### config.mk
export PLATFORM = sky130hd
export DESIGN_NAME = sha256_padder
export DESIGN_NICKNAME = d
export VERILOG_FILES = /design/src/rtl/sha256_padder.sv
export SDC_FILE = /design/constraint.sdc
export NUM_CORES = 1
export LEC_CHECK = 0
export ABC_AREA = 0
export BUFFER_PORTS_ARGS = -buffer_cell sky130_fd_sc_hd__buf_2
export CAP_MARGIN = 20
export CORE_MARGIN = 2
export CORE_UTILIZATION = 54
export DETAILED_ROUTE_END_ITERATION = 12
export PLACE_DENSITY = 0.79
export SYNTH_ARGS = -nofsm -noshare
export SYNTH_HDL_FRONTEND = slang
export SYNTH_SLANG_ARGS = --single-unit
### constraint.sdc
create_clock -name clk -period 2.65 [get_ports clk]
set_input_delay 0.265 -clock clk [delete_from_list [all_inputs] [get_ports clk]]
set_output_delay 0.265 -clock clk [all_outputs]
set_load 0.005 [all_outputs]
### src/rtl/sha256_padder.sv
// SHA-256 message padder: forwards 32-bit big-endian message words and appends
// the 0x80 marker, zero fill and 64-bit bit length as whole 16-word blocks.
module sha256_padder #(
    parameter int unsigned CNT_W = 32
) (
    input  logic        clk,
    input  logic        rstn,
    input  logic        in_valid,
    output logic        in_ready,
    input  logic [31:0] in_data,
    input  logic        in_last,
    input  logic [2:0]  in_nbytes,
    input  logic        fifo_full,
    output logic        fifo_wr_en,
    output logic [31:0] fifo_wr_dat,
    output logic        busy_o,
    output logic        done_o,
    output logic [15:0] blk_cnt_o
);

    typedef enum logic [2:0] {IDLE, DATA, PAD, ZERO, LEN_HI, LEN_LO} state_t;

    state_t             state, state_nx;
    logic [3:0]         idx;
    logic [CNT_W-1:0]   byte_cnt;
    logic [2:0]         nb;
    logic [63:0]        bit_len;
    logic               accept;
    logic               wr;
    logic [31:0]        wr_dat;
    logic               len_next;

    assign bit_len  = 64'(byte_cnt) << 3;
    assign accept   = in_valid && in_ready;
    // The word being written now lands at idx; the length pair must start at 14.
    assign len_next = (idx == 4'd13);

    always_comb begin
        nb = 3'd4;
        if (in_last && (in_nbytes < 3'd4))
            nb = in_nbytes;
    end

    always_ff @(posedge clk) begin
        if (!rstn)
            state <= IDLE;
        else
            state <= state_nx;
    end

    always_comb begin
        state_nx = state;
        case (state)
            IDLE, DATA: begin
                if (accept) begin
                    if (!in_last)
                        state_nx = DATA;
                    else if (nb == 3'd4)
                        state_nx = PAD;
                    else
                        state_nx = len_next ? LEN_HI : ZERO;
                end
            end
            PAD:    if (!fifo_full) state_nx = len_next ? LEN_HI : ZERO;
            ZERO:   if (!fifo_full && len_next) state_nx = LEN_HI;
            LEN_HI: if (!fifo_full) state_nx = LEN_LO;
            LEN_LO: if (!fifo_full) state_nx = IDLE;
            default: state_nx = IDLE;
        endcase
    end

    always_comb begin
        in_ready = rstn && !fifo_full && ((state == IDLE) || (state == DATA));
        wr       = 1'b0;
        wr_dat   = '0;
        case (state)
            IDLE, DATA: begin
                wr = accept;
                case (nb)
                    3'd0:    wr_dat = 32'h8000_0000;
                    3'd1:    wr_dat = {in_data[31:24], 8'h80, 16'h0000};
                    3'd2:    wr_dat = {in_data[31:16], 8'h80, 8'h00};
                    3'd3:    wr_dat = {in_data[31:8], 8'h80};
                    default: wr_dat = in_data;
                endcase
            end
            PAD: begin
                wr     = !fifo_full;
                wr_dat = 32'h8000_0000;
            end
            ZERO:   wr = !fifo_full;
            LEN_HI: begin
                wr     = !fifo_full;
                wr_dat = bit_len[63:32];
            end
            LEN_LO: begin
                wr     = !fifo_full;
                wr_dat = bit_len[31:0];
            end
            default: wr = 1'b0;
        endcase
    end

    always_ff @(posedge clk) begin
        if (!rstn) begin
            idx         <= '0;
            byte_cnt    <= '0;
            fifo_wr_en  <= 1'b0;
            fifo_wr_dat <= '0;
            busy_o      <= 1'b0;
            done_o      <= 1'b0;
            blk_cnt_o   <= '0;
        end else begin
            fifo_wr_en  <= wr;
            fifo_wr_dat <= wr_dat;
            done_o      <= wr && (state == LEN_LO);

            if (wr)
                idx <= (state == LEN_LO) ? 4'd0 : idx + 4'd1;

            if (wr && (state == LEN_LO))
                byte_cnt <= '0;
            else if (accept)
                byte_cnt <= byte_cnt + CNT_W'(nb);

            // Block count survives the finished message until the next one starts.
            if (accept && (state == IDLE))
                blk_cnt_o <= '0;
            else if (wr && (idx == 4'd15))
                blk_cnt_o <= blk_cnt_o + 16'd1;

            if (accept && (state == IDLE))
                busy_o <= 1'b1;
            else if (wr && (state == LEN_LO))
                busy_o <= 1'b0;
        end
    end

endmodule

# After elaboration in Yosys (flattened, before gate mapping)
# Cells that the tools add are included.
# word_totals
ff_bits	90
input_bits	40
out_inout_bits	52
wordCells	63
# op_classes
n_addsub	3
magnitude_cmp	1
n_eq_ne	16
muxes	16
bitwise_logic	1
n_reduce_logical	18
# op_table
op	count
one-hot mux 32 bit (4 select lines)	2
adder 32 x 3 -> 32 bit	1
two-way mux 3 bit	9
adder 16 x 1 -> 16 bit, second input constant	1
one-hot mux 3 bit (5 select lines)	1
equality test 3 x 2 -> 1 bit, second input constant	4
!= test 2 bit, second input constant	5
equality test 3 bit, second input constant	3
equality test 4 bit, second input constant	2
logical AND 1 bit	8
equality test 3 x 1 -> 1 bit, second input constant	2
logical NOT 3 bit	2
OR reduction 2 bit	3
AND reduction 5 bit	1
adder 4 x 1 -> 4 bit, second input constant	1
two-way mux 4 bit	1
OR reduction 4 bit	1
< comparator 3 bit, second input constant	1
two-way mux 1 bit	2
one-hot mux 1 bit (2 select lines)	1
nonzero test 2 bit	1
logical NOT 1 bit	1
logical OR 1 bit	1
NOT 1 bit	1

# Longest topological paths before layout
# Gate-level depths: netlist (run 1).
# logic_depth
ltp_word	8
ltp_mapped	10
ltp_nobuf	8

# Least setup slack after synthesis (run 1)
# No wires, ideal clock.
# synth_path
path_kind	input to register
from	input in_last
to	register byte_cnt[29]
setup_ns	0.059
t_arrival_ns	2.056
required_ns	2.591
path_slack_ns	0.534
stages	8
n_path_buf	1
cell_sequence	nor2b_2 buf_6 inv_1 ha_1 a31oi_4 a211o_1 or4_1 nand2_1
# synth_via
elab_chain_len	3
# synth_rtl
item	line	text
start: declaration	11	input logic in_last,
logical AND 1 bit	40	if (in_last && (in_nbytes < 3'd4))
two-way mux 3 bit	40	
adder 32 x 3 -> 32 bit	124	byte_cnt <= byte_cnt + CNT_W'(nb);
end signal: assignment	124	
end: declaration	25	logic [CNT_W-1:0] byte_cnt;
# No other way between the ends.
# A chain may end at the register's enable or synchronous reset.

# Worst setup path after layout (run 1)
# layout_path
from	register state[1]
to	register byte_cnt[14]
# layout_via
elab_chain_len	7
word_cells_on_any_way	14
classes_between	eq/ne (5); mux (1); reduce/logical (8)
# layout_rtl
item	line	text
start: declaration	23	state_t state, state_nx;
start signal: assignment	48	state <= state_nx;
equality test 3 x 1 -> 1 bit or logical NOT 3 bit (tied branches)	73, 76	
logical OR 1 bit	73	in_ready = rstn && !fifo_full && ((state == IDLE) || (state == DATA));
logical AND 1 bit	73	
logical AND 1 bit	34	assign accept = in_valid && in_ready;
one-hot mux 1 bit (2 select lines)	76	case (state)
logical AND 1 bit	121	if (wr && (state == LEN_LO))
OR reduction 2 bit (no source line)	-	
# Several ways; a longest one is shown, not always the timed one.

==> results.json, run 1 <==
{
  "areaGrowthSynthToFinish_pct": 19.8,
  "cts_buffers": 9,
  "fin_tns_setup_ps": 0,
  "crit_start": "state[1]",
  "cp.required_ps": 2940,
  "num_vias": 3670,
  "r2r_end": "byte_cnt[14]",
  "r2r-start": "state[1]",
  "status": "finished clean",
  "vias_per_cell": 5.65,
  "core_sq_um": 7290,
  "met2_usage_pct": 39.3,
  "final_nets": 594,
  "yosys.cell_types.count": 56,
  "post-route-cell-area_sq_um": 4910,
  "cts_resized": 0,
  "crit_type": "reg2reg",
  "drive_gt1_share_pct": 24.5,
  "drv_cap": 0,
  "track_usage_pct": 24.4,
  "worst_pin_slew_ps": 689,
  "holdPathEnd": "fifo_wr_dat[21]",
  "fin_worst_skew_ps": 6.86,
  "relSlewSlack_pct": 54.0,
  "setup_viol": 0,
  "ios": 92,
  "holdWs_ps": 133,
  "clock_path_buffers": 2,
  "synth-seq-cells": 90,
  "routed_wl_um": 9880,
  "grt_use_met3_pct": 5.48,
  "netlist_instances": 454,
  "ctsHoldBuffers": 0,
  "cts_root_buf": "clkbuf_8",
  "grt-busiest-layer": "met2",
  "hold_viol": 0,
  "netlist.top_cell.by_area": "dfxtp_1",
  "ant_nets": 0,
  "min_period_ps": 2310,
  "yosysTopAreaCellShare_pct": 43.9,
  "num_rows": 31,
  "ys_seq_area_share_pct": 43.9,
  "gp_congestion": 0.858,
  "cts_sinks": 90,
  "post_cts_buffers": 0,
  "synth_edf_count": 0,
  "yosys_warnings": 0,
  "port_buffers": 91,
  "min_path_type": "in2reg",
  "synth_area_leaders": "dfxtp_1, nor2_1, xor2_1",
  "syn-cell-area_sq_um": 4100,
  "firstDrtPassIters": 5,
  "powerDensity_nw_per_um2": 723,
  "irDropWorstVdd_uv": 395,
  "r2r_slack_ps": 340,
  "dpl.hpwl_um": 7010,
  "reg2reg_depth": 7,
  "grt_pass1_wl_um": 16400,
  "synthArstFlopShare_pct": 0,
  "grt-ovfl-total": 0,
  "maxSlewViolCount": 0,
  "initial_core_util_pct": 56.2,
  "die_w_um": 91.1,
  "path_clk_slew_ps": 90,
  "use_met1_pct": 31.7,
  "hold_depth": 3,
  "grt_pass1_vias": 3452,
  "start_kind": "flip-flop",
  "cts_tree": "built",
  "period_share_pct": 87.2,
  "antenna_found_initial": 0,
  "rsz0062_at_grt": "no",
  "clk_latency_ps": 360,
  "drc": 0,
  "synth_nets": 502,
  "drt_first_iter_violations": 173,
  "placedInstanceArea_sq_um": 4690,
  "leakage_uw": 0.00213,
  "arrival_ps": 2610,
  "grt_max_degree": 33,
  "fillers": 606,
  "cp-end-kind": "flip-flop",
  "fp.dieH_um": 91.1,
  "n_antenna_cell": 0,
  "drt-wirelength-per-cell_um": 15.2,
  "crit_fanout": 11,
  "worstHoldStart": "in_data[21]",
  "fmax_mhz": 433,
  "avgSynthCellArea_sq_um": 9.03,
  "dieArea_sq_um": 8310,
  "htree_levels": 3,
  "synth-main-ff-cell": "dfxtp_1"
}
## per-stage QoR
step	utilization (%)	worst slack (ps)	power, uW	instances
after floorplan	-	534	2200	454
after global placement	64.3	424	2550	634
after detailed placement	64.3	341	2570	634
after CTS	67.3	340	3580	650
after global routing	67.3	146	3760	650
final	67.3	339	3550	650
## how the worst max path moves through the flow
stage	slack (ps)	to
6_report	340	byte_cnt[14]
5_1_grt	150	byte_cnt[14]
3_5_place_dp	340	byte_cnt[28]
4_1_cts	340	byte_cnt[29]
2_1_floorplan	530	byte_cnt[29]
3_3_place_gp	420	byte_cnt[29]
## registers in the layout, indices dropped and copies added, names as in the netlist
register,flops
fifo_wr_en,1
byte_cnt,32
state,3
busy_o,1
idx,4
fifo_wr_dat,32
done_o,1
blk_cnt_o,16
## worst max-delay path: stages, from the launching register on
cell	delay (ps)
dfxtp_1	500
inv_1	130
ha_1	310
a31oi_1	280
nor3_1	110
a21bo_2	290
or4_1	520
o21ai_1	90
## cells in the final DEF (no fill, tap or decap), types with 4 or more instances in the layout
master     instances
buf_2             91
dfxtp_1           90
nor2_1            79
a22oi_1           31
xor2_1            28
nand2_1           23
nand3_1           17
a21oi_1           16
nand4_1           14
buf_4             14
clkbuf_8          13
xnor2_1           11
o21ai_0           11
and3_1             8
mux2i_1            8
ha_1               8
nor2b_1            7
o211ai_1           7
inv_1              5
nor3_1             5
and4_1             5
or3_1              5
and2_1             4
nand2b_1           4
a211oi_1           4
o2111ai_1          4
## cell type report
cell class              instances  area (sq um)  area share (%)
inverters                       5          18.8           0.382
clock inverters                 3          45.0           0.917
well taps                      99           124            2.52
flip-flops and latches         90          1800            36.7
multi-input cells             334          2160            44.0
clock buffers                  13           179            3.64
repair buffers                106           581            11.8
## cell usage after synthesis, types with 4 or more instances
cell / count
inv_1: 5
o211ai_1: 7
xor2_1: 28
nand3_1: 17
ha_1: 8
nand2b_1: 4
dfxtp_1: 90
and3_1: 8
o2111ai_1: 4
a21oi_1: 16
nor2b_1: 7
a211oi_1: 4
nor3_1: 5
clkbuf_1: 17
mux2i_1: 8
buf_6: 4
nand4_1: 14
xnor2_1: 11
a22oi_1: 31
and2_1: 4
o21ai_0: 11
and4_1: 5
nor2_1: 79
nand2_1: 23
or3_1: 5
## per-layer routing
| layer | up-vias | part of all wire, % |
|---|---|---|
| li1 | 1808 | - |
| met1 | 1718 | 45 |
| met2 | 122 | 47 |
| met3 | 22 | 5.9 |
| met4 | 0 | 2.4 |
| met5 | - | 0 |
## where the power goes
group,total [uW],internal [uW],switching [uW]
Clock,1020,539,479
Sequential,1620,1530,93.6
Combinational,910,403,507
## cell families after synthesis
| kind of cell | share of synthesized area (%) |
|---|---|
| compound gates | 15.2 |
| buf+inv | 3.66 |
| flops | 43.9 |
| xor+xnor | 8.33 |
| simple gates | 24.2 |
| fa+ha+maj | 2.44 |
| mux | 2.23 |
Power figures use the tool's default switching activity.
==> run 2: changes to the inputs <==
- clock period: 2.65 -> 2.4 ns (I/O delays scaled with it)
==> run 2 against run 1 <==
Clock skew is 4.8 ps higher; via count is 0.49% lower; critical path depth is 1 higher; power is 9.6% higher; sequential cell count stayed put; routed wire length is 2.5% lower; cell area is 0.38% higher; first-iteration DRC count is 1.7% higher; die area stayed put; register-to-register slack worse by 110 ps.
==> results.json, run 2 (synthesized netlist as in run 1, its figures left out) <==
{
  "clk_latency_ps": 360,
  "core_sq_um": 7290,
  "crit_type": "reg2reg",
  "min_period_ps": 2170,
  "crit_fanout": 10,
  "clock_path_buffers": 2,
  "grt_pass1_vias": 3419,
  "dp_cells": 639,
  "gp_congestion": 0.907,
  "drt_first_iter_violations": 176,
  "leakage_uw": 0.00216,
  "fin_total_pwr_uw": 3890,
  "r2r-start": "state[2]",
  "holdWs_ps": 117,
  "cts_root_buf": "clkbuf_8",
  "ant_nets": 0,
  "min_path_type": "in2reg",
  "period_share_pct": 90.5,
  "port_buffers": 91,
  "drt-wirelength-per-cell_um": 14.7,
  "num_vias": 3652,
  "relSlewSlack_pct": 33.6,
  "fp.dieH_um": 91.1,
  "setup_viol": 0,
  "status": "finished clean",
  "cts_buffers": 9,
  "layout_common_cells": "buf_2, dfxtp_1, nor2_1",
  "htree_levels": 3,
  "track_usage_pct": 23.5,
  "arrival_ps": 2470,
  "grt_max_degree": 33,
  "initial_core_util_pct": 56.2,
  "final_nets": 599,
  "powerDensity_nw_per_um2": 790,
  "fmax_mhz": 461,
  "dieArea_sq_um": 8310,
  "path_clk_slew_ps": 90,
  "ios": 92,
  "die_w_um": 91.1,
  "firstDrtPassIters": 5,
  "worstHoldStart": "in_data[17]",
  "grt_pass1_wl_um": 16100,
  "dpl.hpwl_um": 6880,
  "vias_per_cell": 5.58,
  "n_antenna_cell": 0,
  "routed_wl_um": 9640,
  "reg.largest.list": "byte_cnt (32), fifo_wr_dat (32), blk_cnt_o (16)",
  "fin_tns_setup_ps": 0,
  "maxSlewViolCount": 0,
  "final_cells": 655,
  "hold_viol": 0,
  "start_kind": "flip-flop",
  "cts_sinks": 90,
  "worst_pin_slew_ps": 996,
  "cp.required_ps": 2700,
  "grt-ovfl-total": 0,
  "fin_worst_skew_ps": 11.6,
  "drv_cap": 0,
  "cp-end-kind": "flip-flop",
  "final_common_cell": "buf_2",
  "post-route-cell-area_sq_um": 4930,
  "crit_start": "state[2]",
  "drc": 0,
  "areaGrowthSynthToFinish_pct": 20.2,
  "placedInstanceArea_sq_um": 4710,
  "rsz0062_at_grt": "no",
  "num_rows": 31,
  "irDropWorstVdd_uv": 471,
  "cts_tree": "built",
  "drive_gt1_share_pct": 25.4,
  "antenna_found_initial": 0
}
[run 2: cell count changes in the layout (fill, tap and decap cells not counted)]
cell / previous run / this run
buf_12: 1 / 0
clkinvlp_4: 2 / 0
buf_4: 14 / 20
clkinv_2: 0 / 1
inv_6: 0 / 1
clkinv_4: 0 / 2
nor3_1: 5 / 4
clkbuf_8: 13 / 11
nor3_2: 0 / 1
[run 2: timing repair]
action                                 4_1_cts  5_1_grt
hold buffers                                 0        0
endpoints found under the hold margin        0        0
resized for setup                            0        1
setup buffers                                0        0
setup endpoints to repair                    0       15
[run 2: per-layer routing]
metal / GRT usage (%) / vias up / wire (um)
met5: 0 / - / 0
met1: 32.6 / 1715 / 4470
met4: 7.07 / 0 / 57
met2: 38.3 / 113 / 4600
li1: - / 1819 / -
met3: 3.24 / 5 / 504
[run 2: path summary, 6_finish.rpt]
kind                           to  slack [ps]  cells past startpoint
setup / recovery     byte_cnt[29]         230                      8
hold / removal    fifo_wr_dat[17]         120                      3
setup reg to reg     byte_cnt[29]         230                      8
hold reg to reg       byte_cnt[2]         500                      2
[run 2: per-stage QoR]
step | utilization (%) | setup slack [ps]
4_1_cts | 67.5 | 132
3_5_place_dp | 64.6 | 144
3_3_place_gp | 64.6 | 226
6_report | 67.6 | 229
2_1_floorplan | - | 309
5_1_grt | 67.6 | 111
[run 2: final cells by class]
cell class,instances,area (sq um)
clock buffer,11,151
tap,99,124
fill,633,2360
sequential,90,1800
timing repair buffer,111,606
multi-input combinational,334,2170
inverter,5,18.8
clock inverter,5,61.3
[run 2: power breakdown]
part / leakage, uW / switching [uW] / internal (uW)
sequential: 0.000731 / 80.3 / 1690
combinational: 0.00131 / 589 / 448
clock: 0.000110 / 542 / 544
[run 2: critical path, cell delays in order, from the launching register on]
cell	delay (ps)
dfxtp_1	330
inv_1	100
ha_1	180
buf_4	140
and4b_1	330
nand3_4	130
a211o_1	350
or4_1	480
nand2_1	70
